### src/rtl/label_flattener.sv
// label_flattener: single ascending pass over the union-find equivalence table.
// Each entry is rewritten to its final root and the (label, root) pair is
// streamed downstream. Because parents never exceed their child index and
// lower entries are already flattened, root(i) = T[T[i]]: one extra read and
// no pointer chasing.
module label_flattener #(
    parameter int          WIDTH = 16,
    parameter int unsigned DEPTH = 1024
) (
    input  logic             clk,
    input  logic             reset,
    input  logic             start,
    input  logic [WIDTH-1:0] n_labels,
    output logic             busy,
    output logic             done,
    output logic             err_order,
    output logic [WIDTH-1:0] n_roots,
    output logic             out_valid,
    input  logic             out_ready,
    output logic [WIDTH-1:0] out_label,
    output logic [WIDTH-1:0] out_root,
    output logic [WIDTH-1:0] ram_r_addr,
    input  logic [WIDTH-1:0] ram_data_out,
    output logic             ram_wen,
    output logic [WIDTH-1:0] ram_w_addr,
    output logic [WIDTH-1:0] ram_data_in
);

    typedef enum logic [2:0] {
        S_IDLE, S_RD, S_CHK, S_WR, S_EMIT, S_DONE
    } state_t;

    state_t           state_q;
    logic [WIDTH-1:0] i_q;
    logic [WIDTH-1:0] last_q;
    logic             busy_q, done_q, err_q, out_valid_q;
    logic [WIDTH-1:0] n_roots_q, out_label_q, out_root_q;

    assign busy      = busy_q;
    assign done      = done_q;
    assign err_order = err_q;
    assign n_roots   = n_roots_q;
    assign out_valid = out_valid_q;
    assign out_label = out_label_q;
    assign out_root  = out_root_q;

    // Control FSM with registered status/result outputs.
    always_ff @(posedge clk) begin
        if (reset) begin
            state_q     <= S_IDLE;
            i_q         <= '0;
            last_q      <= '0;
            busy_q      <= 1'b0;
            done_q      <= 1'b0;
            err_q       <= 1'b0;
            n_roots_q   <= '0;
            out_valid_q <= 1'b0;
            out_label_q <= '0;
            out_root_q  <= '0;
        end else begin
            case (state_q)
                S_IDLE: begin
                    if (start) begin
                        // last_q wraps for n_labels==0, but that case skips straight to DONE
                        last_q    <= n_labels - WIDTH'(1);
                        i_q       <= WIDTH'(1);
                        n_roots_q <= '0;
                        err_q     <= 1'b0;
                        busy_q    <= 1'b1;
                        if (n_labels <= WIDTH'(1)) begin
                            state_q <= S_DONE;
                            done_q  <= 1'b1;
                        end else begin
                            state_q <= S_RD;
                        end
                    end
                end
                S_RD: state_q <= S_CHK;
                S_CHK: begin
                    if (ram_data_out >= i_q) begin
                        // Out-of-order parent is flagged but the entry is treated as a root
                        if (ram_data_out > i_q) err_q <= 1'b1;
                        n_roots_q   <= n_roots_q + WIDTH'(1);
                        out_valid_q <= 1'b1;
                        out_label_q <= i_q;
                        out_root_q  <= i_q;
                        state_q     <= S_EMIT;
                    end else begin
                        state_q <= S_WR;
                    end
                end
                S_WR: begin
                    out_valid_q <= 1'b1;
                    out_label_q <= i_q;
                    out_root_q  <= ram_data_out;
                    state_q     <= S_EMIT;
                end
                S_EMIT: begin
                    if (out_ready) begin
                        out_valid_q <= 1'b0;
                        out_label_q <= '0;
                        out_root_q  <= '0;
                        if (i_q == last_q) begin
                            state_q <= S_DONE;
                            done_q  <= 1'b1;
                        end else begin
                            i_q     <= i_q + WIDTH'(1);
                            state_q <= S_RD;
                        end
                    end
                end
                S_DONE: begin
                    done_q  <= 1'b0;
                    busy_q  <= 1'b0;
                    state_q <= S_IDLE;
                end
                default: state_q <= S_IDLE;
            endcase
        end
    end

    // RAM port drive. The CHK read address comes straight from read data so the
    // grandparent arrives in WR; the write is masked by reset so a pass cut
    // short never commits a half-finished entry.
    always_comb begin
        ram_r_addr  = '0;
        ram_wen     = 1'b0;
        ram_w_addr  = '0;
        ram_data_in = '0;
        case (state_q)
            S_RD:  ram_r_addr = i_q;
            S_CHK: if (ram_data_out < i_q) ram_r_addr = ram_data_out;
            S_WR: begin
                if (!reset) begin
                    ram_wen     = 1'b1;
                    ram_w_addr  = i_q;
                    ram_data_in = ram_data_out;
                end
            end
            default: ;
        endcase
    end

    // Table larger than the RAM would address past its end.
    a_depth: assert property (@(posedge clk) disable iff (reset)
        (start && state_q == S_IDLE) |-> (32'(n_labels) <= DEPTH));

endmodule
### config.mk
export PLATFORM = sky130hd
export DESIGN_NAME = label_flattener
export DESIGN_NICKNAME = d
export VERILOG_FILES = /design/src/rtl/label_flattener.sv
export SDC_FILE = /design/constraint.sdc
export NUM_CORES = 1
export LEC_CHECK = 0
export CAP_MARGIN = 20
export CORE_ASPECT_RATIO = 0.5
export CORE_MARGIN = 4
export CORE_UTILIZATION = 45
export CTS_CLUSTER_SIZE = 25
export DETAILED_ROUTE_END_ITERATION = 8
export PLACE_DENSITY = 0.77
export SETUP_SLACK_MARGIN = 0.4
export SLEW_MARGIN = 30
export SYNTH_ARGS = -nofsm -noshare
export SYNTH_HDL_FRONTEND = slang
export SYNTH_SLANG_ARGS = --single-unit
export TNS_END_PERCENT = 100
### constraint.sdc
create_clock -name clk -period 2.9 [get_ports clk]
set_input_delay 0.435 -clock clk [delete_from_list [all_inputs] [get_ports clk]]
set_output_delay 0.435 -clock clk [all_outputs]
set_load 0.02 [all_outputs]
After elaboration in Yosys (flattened, before gate mapping)
Index checks and enable logic that the tools add are counted.
{"block": "op_classes", "add_sub_neg": 3, "n_lt_le_gt_ge": 4, "eq_ne": 13, "n_mux": 39, "reduce_logical": 14}
{"operator": "16-bit two-way mux", "n": 12}
{"operator": "16-bit case mux with 2 select lines", "n": 3}
{"operator": "16-bit case mux with 3 select lines", "n": 2}
{"operator": "16-bit by 1-bit adder with 16-bit output, second input constant", "n": 2}
{"operator": "16-bit == test", "n": 1}
{"operator": "16-bit greater-or-equal comparator", "n": 1}
{"operator": "16-bit > comparator", "n": 1}
{"operator": "16-bit by 1-bit <= comparator with 1-bit output, second input constant", "n": 1}
{"operator": "16-bit < comparator", "n": 1}
{"operator": "16-bit by 1-bit subtractor with 16-bit output, second input constant", "n": 1}
{"operator": "3-bit two-way mux", "n": 5}
{"operator": "3-bit case mux with 5 select lines", "n": 1}
{"operator": "2-bit != test, second input constant", "n": 7}
{"operator": "1-bit two-way mux", "n": 12}
{"operator": "4-bit AND reduction", "n": 2}
{"operator": "3-bit by 2-bit == test with 1-bit output, second input constant", "n": 2}
{"operator": "3-bit == test, second input constant", "n": 2}
{"operator": "1-bit case mux with 3 select lines", "n": 2}
{"operator": "2-bit AND reduction", "n": 3}
{"operator": "3-bit AND reduction", "n": 2}
{"operator": "2-bit nonzero test", "n": 3}
{"operator": "3-bit nonzero test", "n": 2}
{"operator": "5-bit AND reduction", "n": 1}
{"operator": "1-bit case mux with 2 select lines", "n": 2}
{"operator": "2 further kinds", "n": 2}
{"block": "totals", "regBits": 87, "input_bits": 36, "output_inout_bits": 101, "elab_cells": 83}

Longest topological paths before layout
Gate-level depths: netlist (run 1).
{"block": "depth", "depth_word": 4, "ltp_mapped": 10, "depth_no_buf": 8}

Worst setup path after synthesis (run 1)
Ideal clock, no wire load.
{"block": "synth_path", "kind": "register to output", "from": "register i_q[13]", "to": "output ram_r_addr[11]", "t_arrival_ns": 2.316, "required_time_ns": 2.465, "setup_slack_ns": 0.149, "stages_incl_launch_ff": 10, "path_cell_list": "dfxtp_1 -> clkbuf_1 -> inv_1 -> ha_1 -> a211o_1 -> a21oi_1 -> nand2_1 -> nor3_2 -> buf_2 -> a22o_1"}
{"block": "synth_via", "elab_chain_len": 3}
{"item": "from (decl)", "line": "34", "source": "logic [WIDTH-1:0] i_q;"}
{"item": "from (signal assigned)", "line": "107", "source": "i_q <= i_q + WIDTH'(1);"}
{"item": "16-bit < comparator", "line": "132", "source": "S_CHK: if (ram_data_out < i_q) ram_r_addr = ram_data_out;"}
{"item": "16-bit two-way mux", "line": "132"}
{"item": "16-bit case mux with 2 select lines", "line": "130", "source": "case (state_q)"}
{"item": "to (decl)", "line": "22", "source": "output logic [WIDTH-1:0] ram_r_addr,"}
No other way between the ends.

Worst setup path after layout (run 1)
{"block": "layout_path", "from": "register i_q[1]", "to": "register out_root_q[14], in the netlist out_root[14]"}
{"block": "layout_via", "elab_chain_len": 3}
{"item": "16-bit greater-or-equal comparator", "line": "80", "source": "if (ram_data_out >= i_q) begin"}
{"item": "2-bit != test (no source line)"}
{"item": "3-bit AND reduction (no source line)"}
{"item": "to (signal assigned)", "line": "86", "source": "out_root_q <= i_q;"}
{"item": "to (signal assigned)", "line": "95", "source": "out_root_q <= ram_data_out;"}
{"item": "to (decl)", "line": "37", "source": "logic [WIDTH-1:0] n_roots_q, out_label_q, out_root_q;"}
No other way between the ends.
A chain may end at the register's enable or synchronous reset.

==> results of run 1 <==
repair_timing:
item	in CTS	in global routing
setup buffers	26	8
pin swaps	45	15
cloned	7	1
setup endpoints to repair	102	104
resized for setup	222	145
through the flow:
stage | util, % | hold slack (ns) | area, um^2 | cells
final | 76.25 | 0.4735 | 8603 | 1019
after floorplan | - | 0.4873 | 5489 | 649
after detailed placement | 65.05 | 0.4658 | 7340 | 961
after CTS | 73.40 | 0.4644 | 8282 | 1010
after global routing | 76.25 | 0.4880 | 8603 | 1019
after global placement | 64.98 | 0.4543 | 7332 | 960
cell type report:
type | count | area (um^2)
inverters | 23 | 93.84
clock inverters | 6 | 43.79
clock buffers | 10 | 229.0
flip-flops and latches | 87 | 1750
well taps | 159 | 198.9
multi-input cells | 489 | 4001
repair buffers | 245 | 2286
fillers | 761 | 2680
per-layer routing:
metal	global-route usage (%)	wire length, um	part of all wire [%]
met3	5.580	2086	8.8
met5	0	0	0
met4	14.35	1452	6.1
met1	38.54	9166	39
met2	50.87	10960	46
registers in the layout, summed over array words and instances (netlist names):
signal	cells
busy	1
out_root	16
state_q	3
last_q	16
done	1
n_roots	16
i_q	16
err_order	1
out_label	16
out_valid	1
placed cells by master, fill, tap and decap left out, drive strengths merged, types with 10 or more instances in the layout:
cell             n
a22o            17
nand3           16
a21oi           43
nor3            10
clkbuf          43
a22oi           17
and2            33
nor4            11
mux2            15
inv             25
o21ai           40
dfxtp           87
clkdlybuf4s50   70
nor2            68
a311oi          17
xnor2           15
dlygate4sd2     17
ha              20
buf            125
xor2            21
a211oi          22
nand2           34
power groups by stage:
stage	Sequential [mW]	Clock, mW	Combinational, mW
floorplan	1.33	0	0.313
global placement	1.31	0	0.582
detailed placement	1.31	0	0.600
CTS	1.29	1.10	0.682
global route	1.30	1.17	0.828
finish	1.29	1.11	0.791
synthesized netlist by cell type (all sizes together), types with 16 or more instances:
cell type,instances,area (um^2)
dfxtp,87,1742
nor2,68,255.2
a21oi,43,215.2
o21ai,40,200.2
clkbuf,39,146.4
nand2,34,135.1
and2,33,206.5
inv,23,86.33
a211oi,22,165.2
xor2,21,183.9
ha,20,250.2
a22o,17,148.9
a22oi,17,127.6
a311oi,17,148.9
nand3,16,85.08
final timing paths:
path                  endpoint  cells after the start
setup / recovery  out_root[14]                     16
hold / removal       out_valid                      2
setup reg to reg  out_root[14]                     16
hold reg to reg      out_valid                      2
logic make-up (layout without fill, tap and decap cells):
group,after synthesis,in the layout,synth area share (%)
simple gates,223,223,22.21
compound gates,190,191,24.89
flops,87,87,32.71
buf+inv,74,284,5.640
xor+xnor,36,36,5.923
fa+ha+maj,20,20,4.700
mux,19,19,3.925
worst max-delay path, cell delays in order, from the launching register on:
cell and delay, ns:
dfxtp_4 0.37, inv_4 0.05, ha_4 0.27, nor2b_4 0.14, o211ai_1 0.18, buf_4 0.19, buf_6 0.11, buf_6 0.11
buf_6 0.10, buf_6 0.10, buf_6 0.11, a2111o_1 0.43, nand3_4 0.16, buf_12 0.13, clkbuf_16 0.13, a21oi_1 0.07
a311oi_2 0.21
==> impl_metrics.yaml, run 1 <==
routing:
  drt-total-wl_mm: 23.67
  vias: 6513
  drc: 0
  firstDrtPassIters: 7
  drtIter0Drc: 713
  final_antenna_net_count: 0
  avgViaCountPerCell: 6.392
  avgRoutedWirePerCell_um: 23.22
clocking:
  cts_tree: "yes"
  h-tree-depth: 3
  clockRootBuffer: "clkbuf_16"
  cts.path.max_buffers: 2
  cts_buffers: 9
  holdBufCountCts: 0
  clkSlewWorstSetupHoldPaths_ns: 0.07
  clkSinkCount: 87
  insertion_delay_ns: 0.35
timing:
  timing.fmax_mhz: 337.8
  finalCriticalPeriod_ns: 2.961
  fin_crit_sh_pct: 102.1
  drv_slew: 0
  setup_viol: 26
  tightest_slew_ns: 0.9412
  fin_skew_ns: 0.006410
  relSlewSlack_pct: 37.25
  rsz0062_at_grt: "yes"
  hold_viol: 0
  tns_ns: -0.6460
  fin_ws_ns: -0.06057
global_route:
  antenna_found_initial: 1
  grt_max_degree: 74
  grt_overflow_total: 0
  grt_pass1_wl_mm: 33.24
  first_global_vias: 6047
  grt_usage_pct: 30.48
floorplanning:
  core_mm2: 0.01128
  io_pins: 137
  start_util_pct: 47.18
  die_w_um: 161.8
  fp.dieH_um: 84.91
  fp.dieArea_mm2: 0.01374
  rows: 27
critical_path:
  reg2reg_slack_ns: -0.06
  endpoint_kind: "register"
  crit_fanout: 5
  start_kind: "register"
  required_ns: 3.16
  critical_path.startpoint: "i_q[1]"
  r2r-start: "i_q[1]"
  worst-setup-path-type: "register to register"
  cp.arrival_ns: 3.22
logic_synthesis:
  syn_avg_cell_area_um2: 8.203
  ys_seq_elements: 87
  yosys_warnings: 0
  syn_area_mm2: 0.005324
  synthArstFlopShare_pct: 0
  yosys.cell_types.count: 61
  synth_edf_count: 0
  synth_cells: 649
  synthFlopType: "dfxtp_1"
  synth_nets: 705
  ys_seq_area_share_pct: 32.71
power:
  p_sw_mw: 1.015
  sw_frac_of_total_pct: 31.72
  cellInternalPower_mw: 2.184
  powerDensity_mw_per_mm2: 371.8
  leakage_nw: 3.352
  combPwrFrac_pct: 24.7
  ir_worst_vdd_mv: 0.2584
  seq_power_share_pct: 40.5
  finalPower_mw: 3.199
  clockPowerShare_pct: 34.8
outcome:
  outcome: "complete, but fails checks"
  violations: "setup timing"
placement:
  pre_cts_ws_ns: -0.5863
  port_buffers: 136
  gp_congestion: 0.8640
  dpl.hpwl_mm: 13.19
finish:
  fin_nets: 911
  syn_to_final_growth_pct: 61.60
  diodes: 0
  drive_above_1_share_pct: 35.81
run:
  maxCapViolCount: 0
min_path:
  hold_start: "out_valid"
  hp-class: "register to register"
(Power assumes the default switching activity.)
==> inputs of run 2 (changes only) <==
--- a/config.mk
+++ b/config.mk
@@ -6,11 +6,11 @@
 export NUM_CORES = 1
 export LEC_CHECK = 0
 export CAP_MARGIN = 20
-export CORE_ASPECT_RATIO = 0.5
 export CORE_MARGIN = 4
 export CORE_UTILIZATION = 45
 export CTS_CLUSTER_SIZE = 25
 export DETAILED_ROUTE_END_ITERATION = 8
+export HOLD_SLACK_MARGIN = 0.08
 export PLACE_DENSITY = 0.77
 export SETUP_SLACK_MARGIN = 0.4
 export SLEW_MARGIN = 30
==> run 2 against run 1 <==
Effect of this change: the run still ends with setup timing left; non-clock buffer count rose by 6; clock skew rose by 0.0014 ns; sequential share of layout area fell by 0.34 points; setup slack got worse by 0.045 ns; critical path type is now register to output port; clock power rose by 13%; hold slack improved by 0.0024 ns; die area fell by 0.77%; wire length fell by 1.3%; register-to-register slack barely moved; highest routed layer unchanged; power rose by 4.1%; critical path depth fell by 6; sequential cell count did not move.
==> impl_metrics.yaml, run 2 (same netlist as run 1, synthesis figures left out) <==
outcome:
  outcome: "complete, but fails checks"
  violations: "setup timing"
finish:
  stdcell_area_mm2: 0.008751
  drive_above_1_share_pct: 35.68
  final_common_cell: "dfxtp_1"
  syn_to_final_growth_pct: 64.37
  fin_cells: 1009
  fin_nets: 917
  layout_common_cells: "dfxtp_1, buf_4, clkdlybuf4s50_1"
  diodes: 0
  fillers: 706
timing:
  finalCriticalPeriod_ns: 3.005
  relSlewSlack_pct: 33.72
  rsz0062_at_grt: "yes"
  whs_ns: 0.4758
  setup_viol: 30
  tightest_slew_ns: 0.9941
  timing.fmax_mhz: 332.7
  fin_ws_ns: -0.1054
  hold_viol: 0
  drv_slew: 0
  fin_skew_ns: 0.007838
  fin_crit_sh_pct: 103.6
min_path:
  hp-class: "register to register"
  hold_start: "done"
placement:
  gp_congestion: 0.8835
  post_dp_cell_area_mm2: 0.007417
  dpl.cell_count: 958
  dpl.hpwl_mm: 13.14
  port_buffers: 136
  pre_cts_ws_ns: -0.9781
floorplanning:
  fp.dieH_um: 116.8
  die_w_um: 116.8
  core_mm2: 0.01152
  rows: 39
  io_pins: 137
  fp.dieArea_mm2: 0.01364
  start_util_pct: 46.23
critical_path:
  path_cells: "inv_4 -> ha_4 -> nor2b_4 -> o211ai_1 -> a2111oi_4 -> nor3_4 -> buf_6 -> buf_12 -> a22o_4 -> buf_6"
  start_kind: "register"
  slowest_stage: "a2111oi_4"
  worst-setup-path-type: "register to output port"
  cpLargestDelayFamily: "compound AO/OA/AOI/OAI gates"
  required_ns: 2.47
  cpMostUsedCell: "buf_6"
  cp_slowest_stage_delay_ns: 0.52
  crit_fanout: 8
  cp.arrival_ns: 2.57
  critical_path.startpoint: "i_q[1]"
  endpoint_kind: "output port"
  r2r-start: "i_q[7]"
  worst-path-buf-inv: 4
power:
  powerDensity_mw_per_mm2: 380.4
  sw_frac_of_total_pct: 29.17
  seq_power_share_pct: 38.9
  combPwrFrac_pct: 23.6
  cellInternalPower_mw: 2.358
  leakage_nw: 3.451
  p_sw_uw: 970.9
  ir_worst_vdd_mv: 0.2681
  finalPower_mw: 3.329
  clockPowerShare_pct: 37.5
clocking:
  clkSlewWorstSetupHoldPaths_ns: 0.06
  cts.path.max_buffers: 2
  clockRootBuffer: "clkbuf_16"
  cts_tree: "yes"
  clkSinkCount: 87
  h-tree-depth: 3
  cts_buffers: 9
  insertion_delay_ns: 0.34
global_route:
  antenna_found_initial: 0
  grt_max_degree: 73
  grt_pass1_wl_mm: 31.73
  grt_overflow_total: 0
  grt_usage_pct: 29.67
  first_global_vias: 6054
run:
  maxCapViolCount: 0
routing:
  firstDrtPassIters: 6
  final_antenna_net_count: 0
  drtIter0Drc: 760
  vias: 6440
  avgViaCountPerCell: 6.383
  drt-total-wl_mm: 23.36
  avgRoutedWirePerCell_um: 23.15
  drc: 0
-- run 2: area by class of cell --
cell class | instances | area [um^2] | area share (%)
Sequential cell | 87 | 1750 | 20.00
Timing Repair Buffer | 251 | 2354 | 26.89
Tap cell | 143 | 178.9 | 2.045
Multi-Input combinational cell | 489 | 4070 | 46.51
Clock buffer | 13 | 240.2 | 2.745
Clock inverter | 3 | 66.31 | 0.7578
Inverter | 23 | 91.34 | 1.044
-- run 2: path summary, 6_finish.rpt --
path,cells after the start,slack (ns),endpoint
max,10,-0.11,ram_r_addr[11]
min,2,0.48,done
max reg2reg,13,-0.06,out_label[1]
min reg2reg,2,0.48,done
-- run 2: power by group through the flow --
stage                     logic, mW  registers, mW  clock network (mW)
after detailed placement      0.599           1.31                   0
after floorplan               0.313           1.33                   0
after CTS                     0.666           1.29                1.24
final                         0.786           1.30                1.25
after global routing          0.828           1.30                1.29
after global placement        0.580           1.31                   0
-- run 2: worst reg2reg max path, cell delays in order, from the launching register on --
cell and delay [ns]:
dfxtp_2 0.36, inv_4 0.06, ha_4 0.27, buf_6 0.10, nand4_1 0.25, buf_4 0.25
or4_4 0.51, buf_12 0.16, nand2_8 0.08, o41ai_4 0.10, buf_4 0.16, clkbuf_16 0.16
mux2_4 0.31, nor2_1 0.10
-- run 2: what timing repair did --
action / 4_1_cts / 5_1_grt
pin swaps: 55 / 20
setup buffers: 19 / 9
setup endpoints to repair: 102 / 100
resized for setup: 204 / 148
hold endpoints to repair: 0 / 0
gates cloned: 6 / 1
hold buffers: 0 / 0
-- run 2: per-layer routing --
metal	up-vias	track usage (%)	wire length (um)	part of all wire [%]
li1	2796	-	-	-
met1	3023	35.94	8868	38
met2	484	49.30	11050	47
met3	137	6.530	2031	8.7
met4	0	15.52	1414	6.1
met5	-	0	0	0
-- run 2: stage by stage --
step                      setup TNS (ns)  util (%)
after floorplan                        0         -
after global placement            -23.25     64.41
after detailed placement          -28.18     64.41
after CTS                              0     72.81
after global routing              -2.074     75.99
final                             -1.832     75.99
